[src/rtl/iqmap_multi.sv]
`default_nettype none
// ============================================================================
// Module   : iqmap_multi
// Purpose  : Mode-selectable Gray IQ mapper (QPSK/16QAM/64QAM) consuming
//            upstream words LSB-first with residual bits carried across words.
// Revision : 1.0
// ============================================================================
module iqmap_multi #(
    parameter int WORD_W = 128,
    parameter int OUT_W  = 11,
    parameter int SCALE  = 1
) (
    input  logic              CLK,
    input  logic              RST,
    input  logic              ce,
    input  logic [1:0]        mode,
    input  logic              flush,
    input  logic              valid_i,
    input  logic [WORD_W-1:0] reader_data,
    output logic              reader_en,
    output logic [OUT_W-1:0]  xr,
    output logic [OUT_W-1:0]  xi,
    output logic              valid_o,
    output logic              valid_raw,
    output logic [5:0]        raw
);

    localparam int C_BUF_W  = 2 * WORD_W;
    localparam int C_FILL_W = $clog2(2 * WORD_W + 1);
    localparam logic [1:0]         C_MODE_16 = 2'd1;
    localparam logic [1:0]         C_MODE_64 = 2'd2;
    localparam logic [OUT_W-1:0]   C_SCALE   = OUT_W'(SCALE);
    localparam logic [C_FILL_W-1:0] C_WORD   = C_FILL_W'(WORD_W);

    logic [C_BUF_W-1:0]  r_buf;
    logic [C_FILL_W-1:0] r_fill;
    logic [1:0]          r_mode;

    logic [C_FILL_W-1:0] w_k;
    logic                w_emit;
    logic                w_acc;
    logic [C_BUF_W-1:0]  w_shifted;
    logic [C_FILL_W-1:0] w_fill_sh;
    logic [C_BUF_W-1:0]  w_buf_next;
    logic [C_FILL_W-1:0] w_fill_next;
    logic [5:0]          w_raw;
    logic [OUT_W-1:0]    w_xr;
    logic [OUT_W-1:0]    w_xi;

    // Sign comes from the first bit of the axis group; the remaining bits
    // are Gray-decoded into a magnitude index counted down from the outer ring.
    function automatic logic [OUT_W-1:0] level(input logic [1:0] m, input logic b_s,
                                               input logic b_m, input logic b_l);
        logic [2:0]       mag;
        logic [OUT_W-1:0] amp;
        case (m)
            C_MODE_16: mag = b_m ? 3'd1 : 3'd3;
            C_MODE_64: mag = 3'd7 - {b_m, b_m ^ b_l, 1'b0};
            default:   mag = 3'd1;
        endcase
        amp = OUT_W'(mag) * C_SCALE;
        return b_s ? -amp : amp;
    endfunction

    always_comb begin
        case (r_mode)
            C_MODE_16: begin
                w_k   = C_FILL_W'(4);
                w_raw = {2'b00, r_buf[3:0]};
            end
            C_MODE_64: begin
                w_k   = C_FILL_W'(6);
                w_raw = r_buf[5:0];
            end
            default: begin
                w_k   = C_FILL_W'(2);
                w_raw = {4'b0000, r_buf[1:0]};
            end
        endcase
        w_emit    = ce & ~flush & (r_fill >= w_k);
        w_acc     = ce & ~flush & valid_i & reader_en;
        w_shifted = w_emit ? (r_buf >> w_k) : r_buf;
        w_fill_sh = w_emit ? (r_fill - w_k) : r_fill;
        // New word lands directly above whatever survives this cycle's shift.
        w_buf_next  = w_acc ? (w_shifted | ({{WORD_W{1'b0}}, reader_data} << w_fill_sh))
                            : w_shifted;
        w_fill_next = w_acc ? (w_fill_sh + C_WORD) : w_fill_sh;
        w_xr = level(r_mode, r_buf[0], r_buf[2], r_buf[4]);
        w_xi = level(r_mode, r_buf[1], r_buf[3], r_buf[5]);
    end

    always_ff @(posedge CLK or posedge RST) begin
        if (RST) begin
            r_buf     <= '0;
            r_fill    <= '0;
            r_mode    <= 2'd0;
            reader_en <= 1'b1;
            xr        <= '0;
            xi        <= '0;
            raw       <= '0;
            valid_o   <= 1'b0;
        end else begin
            if (r_fill == '0) begin
                r_mode <= mode;
            end
            if (flush) begin
                r_buf     <= '0;
                r_fill    <= '0;
                reader_en <= 1'b0;
            end else begin
                r_buf     <= w_buf_next;
                r_fill    <= w_fill_next;
                reader_en <= (w_fill_next <= C_WORD);
            end
            valid_o <= w_emit;
            if (w_emit) begin
                xr  <= w_xr;
                xi  <= w_xi;
                raw <= w_raw;
            end
        end
    end

    assign valid_raw = valid_o;

endmodule
`default_nettype wire

[config.mk]
export PLATFORM = sky130hd
export DESIGN_NAME = iqmap_multi
export DESIGN_NICKNAME = d
export VERILOG_FILES = /design/src/rtl/iqmap_multi.sv
export SDC_FILE = /design/constraint.sdc
export NUM_CORES = 2
export LEC_CHECK = 0
export ABC_AREA = 1
export ABC_CLOCK_PERIOD_IN_PS = 14100
export CORE_ASPECT_RATIO = 0.9
export CORE_MARGIN = 10
export CORE_UTILIZATION = 35
export DETAILED_ROUTE_END_ITERATION = 7
export HOLD_SLACK_MARGIN = 0.06
export RECOVER_POWER = 100
export SLEW_MARGIN = 20
export SYNTH_ARGS = -nofsm -noshare
export SYNTH_HDL_FRONTEND = slang
export SYNTH_SLANG_ARGS = --single-unit
[constraint.sdc]
create_clock -name CLK -period 14.1 [get_ports CLK]
set_input_delay 1.41 -clock CLK [delete_from_list [all_inputs] [get_ports CLK]]
set_output_delay 1.41 -clock CLK [all_outputs]
set_load 0.005 [all_outputs]
==> out/qor.txt <==
Hold Crit Start: xr[2]$_DFFE_PP0N_
Post-Syn Area: 30100 µm²
Least-Margin Pin Slew: 4.13 ns
Final core utilization: 0.387
Synthesis-to-finish area growth: 9.07%
Placeable core area: 84800 µm²
RSZ-0062 raised after global routing: no
Detailed Routing Iterations Pass 1: 8
Depth of the most critical reg-to-reg path: 21
Worst r2r src: r_mode[1]$_DFFE_PP0N_
Synth area leaders: dfrtp_1 23%, nand3_1 23%, nand2_1 17%, o21ai_0 9.2%, o211ai_1 5.8%
Crit share post-route: 0.723
Chip height: 298 µm
Number of synthesized register bits: 279
Clk Latency, worst-skew pair: 0.61 ns
Synth top area share: 0.231
Number of max-cap violations: 8
Final clock skew: 0.0517 ns
Setup Buffers After CTS: 0
Max-Slew Margin vs Limit: -1.77
H-Tree Depth: 2
Placer Congestion: 1.10
Crit path launch type: flip-flop
GR Util All Layers: 0.281
CP required: 14.58 ns
Failing checks: DRC, capacitance limit, slew limit
Slew Limit Fails: 451
# nets final: 5200
Die ar.: 98200 µm²
Residual DRC: 4
FF-to-FF setup slack: 3.91 ns
Routed WL: 144000 µm
Vias: 37500
Antenna Nets Post-Route: 0
1st-iter DRT viols: 6366
Mean post-synth cell area: 5.69 µm²
Ys Warns: 0
Via-per-instance ratio: 6.02
Asr flop ratio synth: 1.00
Number of global-route vias before repair: 33200
Final setup viols: 0
Main synth FF type: dfrtp_1
Initial core utilization: 0.355
Fmax: 98.1 MHz
Largest net degree at the start of global routing: 243
Sequential fraction of the synthesis area: 0.232
Initial antenna violation count: 4
Share of cells above drive strength 1: 0.0242
Final Hold Fails: 0
Critical R2R Capture: r_fill[8]$_DFF_PP0_
Routed WL per cell: 23.2 µm
Worst hold path type: flip-flop to flip-flop
CTS buffer count: 35
Synth Net Count: 5428
Cell count after synthesis: 5288
Hold buffers post-CTS: 0
Tmin final: 10.19 ns
Distinct cells, synth: 41
TNS Setup: 0 ns
Die W: 329 µm
Worst Setup EP: r_fill[8]$_DFF_PP0_
Port Buf Inserts: 165
Cell taking the most area after synthesis: dfrtp_1
PostCTS Resize Cnt: 0
Rows: 101
Deepest clock path buffer count: 3
GR Overflow Total: 0
Worst Path Max Fanout: 130
EDFF count, synth: 0
Crit Path Class: flip-flop to flip-flop
WP data arrival: 10.67 ns
Most common cell in the synthesized netlist: nand2_1
Critical Path End Type: flip-flop
CP startpoint: r_mode[1]$_DFFE_PP0N_
Clock sink count: 279
Run status: finished with violations
CTS Root Cell: clkbuf_16
Clock transition time at the flip-flop clock pins of the worst setup and hold paths: 0.06 ns
CTS tree: built
HPWL after DPL: 105000 µm
Top post-synthesis cells by count: 1395 x nand2_1, 1355 x nand3_1, 555 x o21ai_0
# IOs: 166
First-pass GRT wire length: 215000 µm
Fillers: 9279
==> cells by family after synthesis <==
kind of cell | synth area share
compound gates | 0.207
fa+ha+maj | 0.00233
simple gates | 0.432
buf+inv | 0.122
flops | 0.232
xor+xnor | 0.00490
==> how the worst min path moves through the flow <==
stage	endpoint	cells past startpoint	slack [ns]
2_1_floorplan	raw[2]$_DFFE_PP0N_	2	0.48
3_3_place_gp	raw[3]$_DFFE_PP0N_	2	0.47
3_5_place_dp	raw[4]$_DFFE_PP0N_	2	0.48
4_1_cts	raw[4]$_DFFE_PP0N_	2	0.49
5_1_grt	xr[2]$_DFFE_PP0N_	2	0.53
6_report	xr[2]$_DFFE_PP0N_	2	0.48
==> registers in the layout, indices dropped and copies added, names as in the netlist <==
register   cells
valid_o        1
xr             4
xi             3
r_buf        256
r_mode         2
r_fill         8
raw            4
reader_en      1
==> per-stage QoR <==
stage	area, µm²	worst slack (ns)	cells	hold slack [ns]
2_1_floorplan	30100	5.00	5288	0.476
3_3_place_gp	31700	7.32	6155	0.467
3_5_place_dp	31700	7.29	6155	0.476
4_1_cts	32900	7.28	6214	0.491
5_1_grt	32800	3.35	6218	0.533
6_report	32800	3.91	6219	0.481
==> worst max-delay path: stages (launching register included) <==
cell and delay (ns):
dfrtp_1 0.40, inv_1 0.08, ha_1 1.24, inv_6 0.66, ha_1 0.58, nand2_1 0.10, nand3_1 0.12, o21bai_4 0.12
clkbuf_1 1.97, nor2_2 0.12, nand2_1 0.18, xor2_1 0.21, inv_1 0.08, nor2_2 0.08, buf_4 0.45, inv_2 0.43
nor2_4 0.89, clkbuf_1 1.52, inv_1 0.29, o21ai_0 0.26, inv_1 0.07, nor2_1 0.09
==> layout by cell type (no fill, tap or decap), drive strengths merged <==
cell / Yosys / final
nand4: 68 / 68
clkbuf: 297 / 53
xor2: 9 / 9
clkinv: 2 / 5
clkinvlp: 0 / 4
buf: 173 / 35
diode: 0 / 4
o22ai: 4 / 4
nand2: 1398 / 1398
a31oi: 3 / 3
dfstp: 1 / 1
a41oi: 1 / 1
fa: 1 / 1
a21oi: 299 / 299
bufinv: 0 / 3
a22oi: 4 / 4
inv: 449 / 451
dlygate4sd3: 0 / 32
xnor2: 4 / 4
o211ai: 233 / 233
o21ai: 571 / 571
and2: 2 / 2
or2: 1 / 1
clkdlybuf4s50: 0 / 132
o21bai: 1 / 1
nor3: 3 / 3
ha: 4 / 4
nor2: 121 / 121
nor4: 1 / 1
dfrtp: 278 / 278
nand3: 1356 / 1356
a211oi: 4 / 4
==> layout make-up <==
cell class,count,area (µm²),area share
clock buffer,47,991,0.0302
antenna,4,10.0,0.000305
inverter,451,1720,0.0525
sequential,279,6980,0.213
timing repair buffer,205,1990,0.0607
multi-input combinational,4088,19600,0.596
clock inverter,12,153,0.00465
tap,1133,1420,0.0432
==> layer usage <==
metal	global-route usage	wire [µm]	vias up
li1	-	-	17500
met1	0.382	59800	17400
met2	0.412	60700	2144
met3	0.0564	14700	418
met4	0.149	9090	2
met5	0	13	-
Power is not shown: default switching activity piles up to over one toggle a cycle in this logic, so the estimate is an artifact.
